<file path="src/rtl/layer1_maxpool_if.sv">
// Stream bundle between the conv layer, the 2x2 max-pool stage and the
// downstream buffer stage.
//   frame_start : sync pulse, next accepted pixel is (0,0)
//   din_valid   : datain carries a pixel this cycle
//   datain      : signed conv-layer pixel, raster order
//   dataout     : pooled 2x2 maximum (registered)
//   save        : dataout valid this cycle
//   frame_done  : pulse with the last pooled output of a frame
//   busy        : a frame is in progress
// master = pixel source side, slave = pooling stage.
interface layer1_maxpool_if #(
  parameter int DW = 16
);
  logic                 frame_start;
  logic                 din_valid;
  logic signed [DW-1:0] datain;
  logic signed [DW-1:0] dataout;
  logic                 save;
  logic                 frame_done;
  logic                 busy;

  modport master (
    output frame_start, din_valid, datain,
    input  dataout, save, frame_done, busy
  );

  modport slave (
    input  frame_start, din_valid, datain,
    output dataout, save, frame_done, busy
  );
endinterface

</file>
<file path="src/rtl/layer1_maxpool.sv">
// 2x2 / stride-2 signed max-pool over a raster-order feature map.
// Horizontal pairs are reduced through a hold register; the even-row pair
// maximum is parked in a half-width row buffer and combined with the odd-row
// pair maximum, giving one pooled output per window, one cycle after the
// pixel that completes it.
// Ports:
//   clk   : single clock, rising edge
//   rst_n : asynchronous active-low reset
//   bus   : layer1_maxpool_if.slave (pixel stream in, pooled stream out)
module layer1_maxpool #(
  parameter int DW    = 16,
  parameter int IMG_W = 24,
  parameter int IMG_H = 24
) (
  input  logic               clk,
  input  logic               rst_n,
  layer1_maxpool_if.slave    bus
);

  localparam int CW = (IMG_W > 2) ? $clog2(IMG_W) : 2;
  localparam int RW = (IMG_H > 2) ? $clog2(IMG_H) : 2;
  localparam logic [CW-1:0] COL_LAST = CW'(IMG_W - 1);
  localparam logic [RW-1:0] ROW_LAST = RW'(IMG_H - 1);

  typedef enum logic {IDLE = 1'b0, ACTIVE = 1'b1} state_t;

  state_t               state;
  logic [CW-1:0]        col;
  logic [RW-1:0]        row;
  logic signed [DW-1:0] hreg;
  logic signed [DW-1:0] dout;
  logic                 save_q;
  logic                 fdone_q;
  logic                 busy_q;

  // Row pair buffer: one horizontal max per window column. Every entry is
  // written on the even row before the odd row reads it, so no reset.
  logic signed [DW-1:0] rowbuf [IMG_W/2];

  // Effective pixel position: a frame_start arriving with a pixel forces
  // that pixel to (0,0) regardless of where the counters were.
  logic [CW-1:0]        pc;
  logic [RW-1:0]        pr;
  logic                 col_last;
  logic                 row_last;
  logic                 wrap;
  logic signed [DW-1:0] hmax;
  logic signed [DW-1:0] rb_q;
  logic signed [DW-1:0] wmax;

  assign pc       = bus.frame_start ? '0 : col;
  assign pr       = bus.frame_start ? '0 : row;
  assign col_last = (pc == COL_LAST);
  assign row_last = (pr == ROW_LAST);
  assign wrap     = col_last && row_last;

  // Signed compares; on ties either operand is the same value.
  assign hmax = (bus.datain > hreg) ? bus.datain : hreg;
  assign rb_q = rowbuf[pc[CW-1:1]];
  assign wmax = (rb_q > hmax) ? rb_q : hmax;

  always_ff @(posedge clk) begin
    if (bus.din_valid && pc[0] && !pr[0])
      rowbuf[pc[CW-1:1]] <= hmax;
  end

  // Counters, datapath registers and the IDLE/ACTIVE frame FSM.
  always_ff @(posedge clk or negedge rst_n) begin
    if (!rst_n) begin
      state   <= IDLE;
      col     <= '0;
      row     <= '0;
      hreg    <= '0;
      dout    <= '0;
      save_q  <= 1'b0;
      fdone_q <= 1'b0;
      busy_q  <= 1'b0;
    end else begin
      save_q  <= 1'b0;
      fdone_q <= 1'b0;
      if (bus.din_valid) begin
        col <= col_last ? '0 : pc + 1'b1;
        if (col_last)
          row <= row_last ? '0 : pr + 1'b1;
        else
          row <= pr;

        if (!pc[0]) begin
          hreg <= bus.datain;
        end else if (pr[0]) begin
          dout    <= wmax;
          save_q  <= 1'b1;
          fdone_q <= wrap;
        end

        state  <= wrap ? IDLE : ACTIVE;
        // busy stays up through the frame_done cycle; a pixel accepted in
        // that same cycle keeps it up, so contiguous frames never drop it.
        busy_q <= 1'b1;
      end else if (bus.frame_start) begin
        // Resync: any partial window is abandoned without a save.
        col    <= '0;
        row    <= '0;
        state  <= IDLE;
        busy_q <= 1'b0;
      end else begin
        busy_q <= (state == ACTIVE);
      end
    end
  end

  assign bus.dataout    = dout;
  assign bus.save       = save_q;
  assign bus.frame_done = fdone_q;
  assign bus.busy       = busy_q;

endmodule

</file>
<file path="src/flat_wrapper.sv">
// flat-port wrapper written by rule: the top's interface ports become plain ports
module layer1_maxpool_flat 
#(
  parameter int DW    = 16,
  parameter int IMG_W = 24,
  parameter int IMG_H = 24
)
  (clk, rst_n, bus_frame_start, bus_din_valid, bus_datain, bus_dataout, bus_save, bus_frame_done, bus_busy);
  layer1_maxpool_if #(.DW(DW)) bus_i ();
  input  logic clk;
  input  logic rst_n;
  input wire logic [$bits(bus_i.frame_start)-1:0] bus_frame_start;
  input wire logic [$bits(bus_i.din_valid)-1:0] bus_din_valid;
  input wire logic [$bits(bus_i.datain)-1:0] bus_datain;
  output wire logic [$bits(bus_i.dataout)-1:0] bus_dataout;
  output wire logic [$bits(bus_i.save)-1:0] bus_save;
  output wire logic [$bits(bus_i.frame_done)-1:0] bus_frame_done;
  output wire logic [$bits(bus_i.busy)-1:0] bus_busy;
  assign bus_i.frame_start = bus_frame_start;
  assign bus_i.din_valid = bus_din_valid;
  assign bus_i.datain = bus_datain;
  assign bus_dataout = bus_i.dataout;
  assign bus_save = bus_i.save;
  assign bus_frame_done = bus_i.frame_done;
  assign bus_busy = bus_i.busy;
  layer1_maxpool #(.DW(DW), .IMG_W(IMG_W), .IMG_H(IMG_H)) u_core (.clk(clk), .rst_n(rst_n), .bus(bus_i));
endmodule
</file>
<file path="config.mk">
export PLATFORM = sky130hd
export DESIGN_NAME = layer1_maxpool_flat
export DESIGN_NICKNAME = d
export VERILOG_FILES = /design/src/rtl/layer1_maxpool_if.sv /design/src/rtl/layer1_maxpool.sv /design/src/flat_wrapper.sv
export SDC_FILE = /design/constraint.sdc
export NUM_CORES = 1
export LEC_CHECK = 0
export ABC_CLOCK_PERIOD_IN_PS = 10900
export CAP_MARGIN = 0
export CORE_MARGIN = 4
export CORE_UTILIZATION = 35
export CTS_BUF_LIST = sky130_fd_sc_hd__clkbuf_8
export DETAILED_ROUTE_END_ITERATION = 10
export GPL_TIMING_DRIVEN = 0
export PLACE_DENSITY = 0.54
export RECOVER_POWER = 50
export SLEW_MARGIN = 0
export SYNTH_ARGS = -nofsm -noshare
export SYNTH_HDL_FRONTEND = slang
export SYNTH_SLANG_ARGS = --single-unit
</file>
<file path="constraint.sdc">
create_clock -name clk -period 10.9 [get_ports clk]
set_clock_uncertainty 0.1 [all_clocks]
set_input_delay 3.27 -clock clk [delete_from_list [all_inputs] [get_ports clk]]
set_output_delay 3.27 -clock clk [all_outputs]
set_load 0.05 [all_outputs]
</file>
# Word level (Yosys, flattened, before mapping)
# Memory sizes are Yosys's and may differ from the RTL's.
# Cells that the tools add are included.
# word_totals
n_memories	1
register_bits	46
elab_cells	43
output_inout_bits	19
inputBits	20
ram_bits	192
# memory_table
memory	words	width	rd	rd_ports_with_merged_regs	wr	line	source
u_core.rowbuf	12	16	1	0	1	layer1_maxpool.sv:38	logic signed [DW-1:0] rowbuf [IMG_W/2];
# classes
eq_ne	2
n_bitwise	1
n_addsub	2
muxes	21
n_lt_le_gt_ge	2
reduce_logical	6
# op_table
op	count
$mux W5	7
$gt A16 B16 Y1	2
$mux W16	2
$mux W1	12
$add A5 B1 Y5 const B	2
$eq A5 B5 Y1 const B	2
$logic_and A1 B1 Y1	3
$reduce_and A3 Y1	1
$reduce_and A2 Y1	1
$logic_not A1 Y1	1
$not A1 Y1	1

# Depth between registers and ports, before layout
# depth
depth_word	6
depth_mapped	19
depth_no_buf	15

# Worst setup path before layout
# Ideal clock, no wire load.
# synth_timing
path_type	input-to-reg
from	in bus_datain[15]
to	reg u_core.dout[12] (netlist: u_core.bus.dataout[12])
required_ns	10.720
setup_time_ns	0.080
arrival_ns	6.749
path_stages	17
path_slack_ns	3.970
path_buffers	4
cell_sequence	ha_1 -> buf_2 -> and4_4 -> and2_4 -> a211o_1 -> buf_2 -> nor4_1 -> nor3_2 -> ha_1 -> a21o_1 -> a31oi_1 -> o211ai_1 -> or4_1 -> buf_2 -> a21o_1 -> buf_6 -> o211ai_2
# synth_via
elab_chain_len	4
# synth_rtl
item	line	source
start, declared	flat_wrapper.sv:14	input wire logic [$bits(bus_i.datain)-1:0] bus_datain;
$gt A16 B16 Y1	layer1_maxpool.sv:58	assign hmax = (bus.datain > hreg) ? bus.datain : hreg;
$mux W16 *	layer1_maxpool.sv:58	
$gt A16 B16 Y1	layer1_maxpool.sv:60	assign wmax = (rb_q > hmax) ? rb_q : hmax;
$mux W16 *	layer1_maxpool.sv:60	
end signal, assigned	layer1_maxpool.sv:91	dout <= wmax;
end, declared	layer1_maxpool.sv:31	logic signed [DW-1:0] dout;
# Every way passes the cells marked *; elsewhere a longest branch is shown, timed or not.
# A chain may end at the register's enable or synchronous reset.

# Worst setup path after layout
# layout_timing
from	in bus_datain[15]
to	reg u_core.dout[6] (netlist: u_core.bus.dataout[6])
# Same word-level chain as after synthesis.

==> results.py <==
metrics = {
    "run_status": {
        "outcome": "finished with violations",
        "violations": "capacitance limit",
    },
    "placement": {
        "hpwl_mm": 21.82,
        "dpl-instance-area_mm2": 0.01230,
        "dp_slack_ns": 2.292,
        "dp_cells": 1343,
        "gp_congestion": 0.8759,
        "numPortBuffers": 37,
    },
    "timing": {
        "setup_viol": 0,
        "worstMarginPinSlew_ns": 1.465,
        "finalHoldViolCount": 0,
        "rsz0062_at_grt": "false",
        "fin_crit_ns": 8.112,
        "slew_violations": 0,
        "setup_slack_ns": 2.788,
        "maxSlewHeadroom": 0.01588,
        "fmax_ghz": 0.1233,
        "period_share": 0.7442,
        "tns_ns": 0,
    },
    "detailed_routing": {
        "ant_nets": 0,
        "drtIter0Drc": 678,
        "firstDrtPassIters": 5,
        "viasPerCell": 5.513,
        "routed_wl_mm": 31.31,
        "wl_per_cell_um": 22.07,
        "vias": 7823,
        "drt_drc_violations_left": 0,
    },
    "cells_and_area": {
        "design_area_mm2": 0.01292,
        "fill_cells": 3015,
        "n_antenna_cell": 0,
        "drive_gt1_frac": 0.1091,
        "final_cells": 1419,
        "area_growth_pct": 15.47,
        "nNetsFinal": 1039,
    },
    "synthesis": {
        "ys_ff_latch": 238,
        "syn_area_mm2": 0.01119,
        "yosysUniqueCellTypes": 56,
        "syn_nets": 945,
        "synth_cells": 891,
        "syn_area_per_cell_um2": 12.56,
        "ys_seq_area_frac": 0.6180,
        "ys.flop_type": "edfxtp_1",
        "yosysWarnings": 0,
        "synth-edff-count": 192,
        "async_flop_share": 0.1933,
    },
    "critical_path": {
        "cp_slowest_cell": "nor3_1",
        "path_cells": "clkdlybuf4s50_1 > ha_1 > buf_2 > clkinv_1 > a21oi_1 > a211o_1 > buf_2 > nor4_1 > nor3_1 > ha_1 > a21o_1 > a21oi_1 > o211ai_1 > a22oi_1 > a21o_1 > buf_6 > o211ai_2",
        "arrival_ns": 8.41,
        "crit_path_max_fanout": 10,
        "start_kind": "input pin",
        "crit_path_end_kind": "register",
        "critical_path.max_stage_delay_ns": 0.87,
        "ff2ff_path_depth": 17,
        "cp.required_ns": 11.19,
        "crit_type": "in2reg",
    },
    "clock_tree": {
        "clock-sinks": 238,
        "cts_setup_buffers": 0,
        "clockBufferDepth": 3,
        "post_cts_resized": 0,
        "cts_made_buffers": 42,
        "clock-root-buffer": "clkbuf_8",
        "hold_buffers": 0,
        "clk_latency_ns": 0.57,
        "htree_num_levels": 2,
        "cts_tree": "built",
        "clkTransAtPathRegs_ns": 0.06,
    },
    "power_and_ir_drop": {
        "peakVddDrop_mv": 0.07658,
        "power-per-cell-area_mw_per_mm2": 179.2,
        "p_leak_nw": 4.671,
    },
    "die": {
        "dieHeight_um": 186.8,
        "die_w_um": 186.8,
        "core_area_mm2": 0.03156,
        "pin_count": 39,
        "initial_core_util": 0.3547,
        "fp-row-count": 65,
        "die_area_mm2": 0.03490,
    },
    "grt": {
        "grt_first_pass_wirelength_mm": 47.44,
        "grt_pass1_vias": 7724,
        "grt_usage": 0.1758,
        "grt_max_degree": 25,
        "grt-ovfl-total": 0,
        "antenna_found_initial": 0,
    },
    "hold_path": {
        "holdPathStages": 1,
        "worstHoldPathType": "reg2reg",
    },
    "job": {
        "cap_violations": 1,
    },
}
registers in the layout (all words and copies together), names as in the netlist:
| register | flops |
|---|---|
| u_core.bus.dataout | 16 |
| u_core.col | 5 |
| u_core.state | 1 |
| u_core.bus.busy | 1 |
| u_core.row | 5 |
| u_core.bus.save | 1 |
| u_core.bus.frame_done | 1 |
| u_core.hreg | 16 |
| u_core.rowbuf | 192 |
logic make-up after synthesis:
group                      count (synthesis)  share of synthesized area
and+or+nand+nor                          256                     0.1210
DFF                                      238                     0.6180
AOI/OAI and AO/OA                        177                     0.1163
buffers and inverters                    116                    0.04170
muxes                                     65                    0.06115
adders and majority gates                 34                    0.03801
xor gates and xnor gates                   5                   0.003913
critical path, delay by kind of cell:
family,cells,cell delay [ns]
AND/OR/NAND/NOR,2,0.96
buffers and inverters,5,1.43
adder cells (fa/ha/maj),2,0.71
AO/OA/AOI/OAI,8,2.03
routing by layer:
metal,track usage,vias up,wire length (µm)
met2,0.2760,291,14210
met5,0,-,0
li1,-,3614,-
met3,0.03583,67,2166
met1,0.2471,3851,14040
met4,0.05518,0,899
Yosys cell counts, types with 2 or more instances:
cell	instances	area [µm²]
edfxtp_1	192	5766
nand2_1	88	330.3
inv_1	50	187.7
mux2i_1	47	470.5
dfrtp_1	46	1151
clkbuf_1	42	157.7
o21ai_0	38	190.2
ha_1	34	425.4
nor4_1	32	200.2
o211ai_1	24	180.2
nand3_1	21	105.1
nand4_1	21	131.4
nor2b_1	18	112.6
a21oi_1	17	85.08
a32oi_1	17	148.9
mux2_2	17	191.4
nor3_1	17	85.08
o22ai_1	17	106.4
a221oi_1	16	140.1
buf_2	16	80.08
nor2_1	14	52.55
nand2b_1	13	81.33
a2bb2oi_1	10	87.58
o211ai_2	10	125.1
o221ai_1	9	78.83
nand3b_1	8	60.06
a21o_1	6	45.04
and4_1	6	52.55
buf_1	4	15.01
nor3_2	4	40.04
xor2_1	4	35.03
and3_1	3	18.77
nor3b_1	3	22.52
a21boi_0	2	15.01
a31oi_1	2	12.51
clkinv_1	2	7.510
or3_1	2	12.51
worst paths after layout:
path                                              from                                 end  slack [ns]
setup / recovery                        bus_datain[15]   u_core.bus.dataout[6]$_DFFE_PN0P_        2.79
setup reg to reg           u_core.hreg[15]$_DFFE_PN0P_   u_core.bus.dataout[6]$_DFFE_PN0P_        5.60
hold reg to reg                 u_core.state$_DFF_PN0_           u_core.bus.busy$_DFF_PN0_        0.37
max in group asynchronous                        rst_n  u_core.bus.dataout[15]$_DFFE_PN0P_        5.98
hold / removal                  u_core.state$_DFF_PN0_           u_core.bus.busy$_DFF_PN0_        0.37
min in group asynchronous                        rst_n         u_core.hreg[13]$_DFFE_PN0P_        2.90
cell type report:
type | count | area [µm²] | share of cell area
well taps | 402 | 503.0 | 0.03892
clock inverters | 32 | 178.9 | 0.01384
inverters | 52 | 195.2 | 0.01510
repair buffers | 50 | 446.7 | 0.03456
plain buffers | 64 | 269.0 | 0.02082
multi-input cells | 537 | 3809 | 0.2947
flip-flops and latches | 238 | 6917 | 0.5352
clock buffers | 44 | 605.6 | 0.04686
power by group:
group / switching, mW / internal (mW) / leakage, nW
clock network: 0.369 / 0.402 / 0.456
logic: 0.325 / 0.127 / 1.88
registers: 0.0133 / 1.08 / 2.34
total: 0.707 / 1.61 / 4.67
metrics by stage:
| step | power (mW) | utilization | hold WS, ns |
|---|---|---|---|
| finish | 2.316 | 0.4096 | 0.3745 |
| global route | 2.424 | 0.4096 | 0.4032 |
| CTS | 2.332 | 0.4148 | 0.3869 |
| detailed placement | 1.559 | 0.3899 | 0.3686 |
| global placement | 1.551 | 0.3824 | 0.3657 |
| floorplan | 1.393 | - | 0.3444 |
placed cells by master (no fill, tap or decap), types with 13 or more instances in the layout:
master             n
edfxtp_1         192
nand2_1           88
inv_1             64
clkbuf_1          56
mux2i_1           47
dfrtp_1           46
clkbuf_8          44
o21ai_0           38
ha_1              34
nor4_1            32
o211ai_1          24
nand3_1           21
nand4_1           21
dlygate4sd3_1     20
nor2b_1           18
a21oi_1           17
a32oi_1           17
nor3_1            17
o22ai_1           17
mux2_2            17
a221oi_1          16
clkdlybuf4s50_1   16
buf_2             14
nor2_1            14
nand2b_1          13
Power figures use the tool's default switching activity.
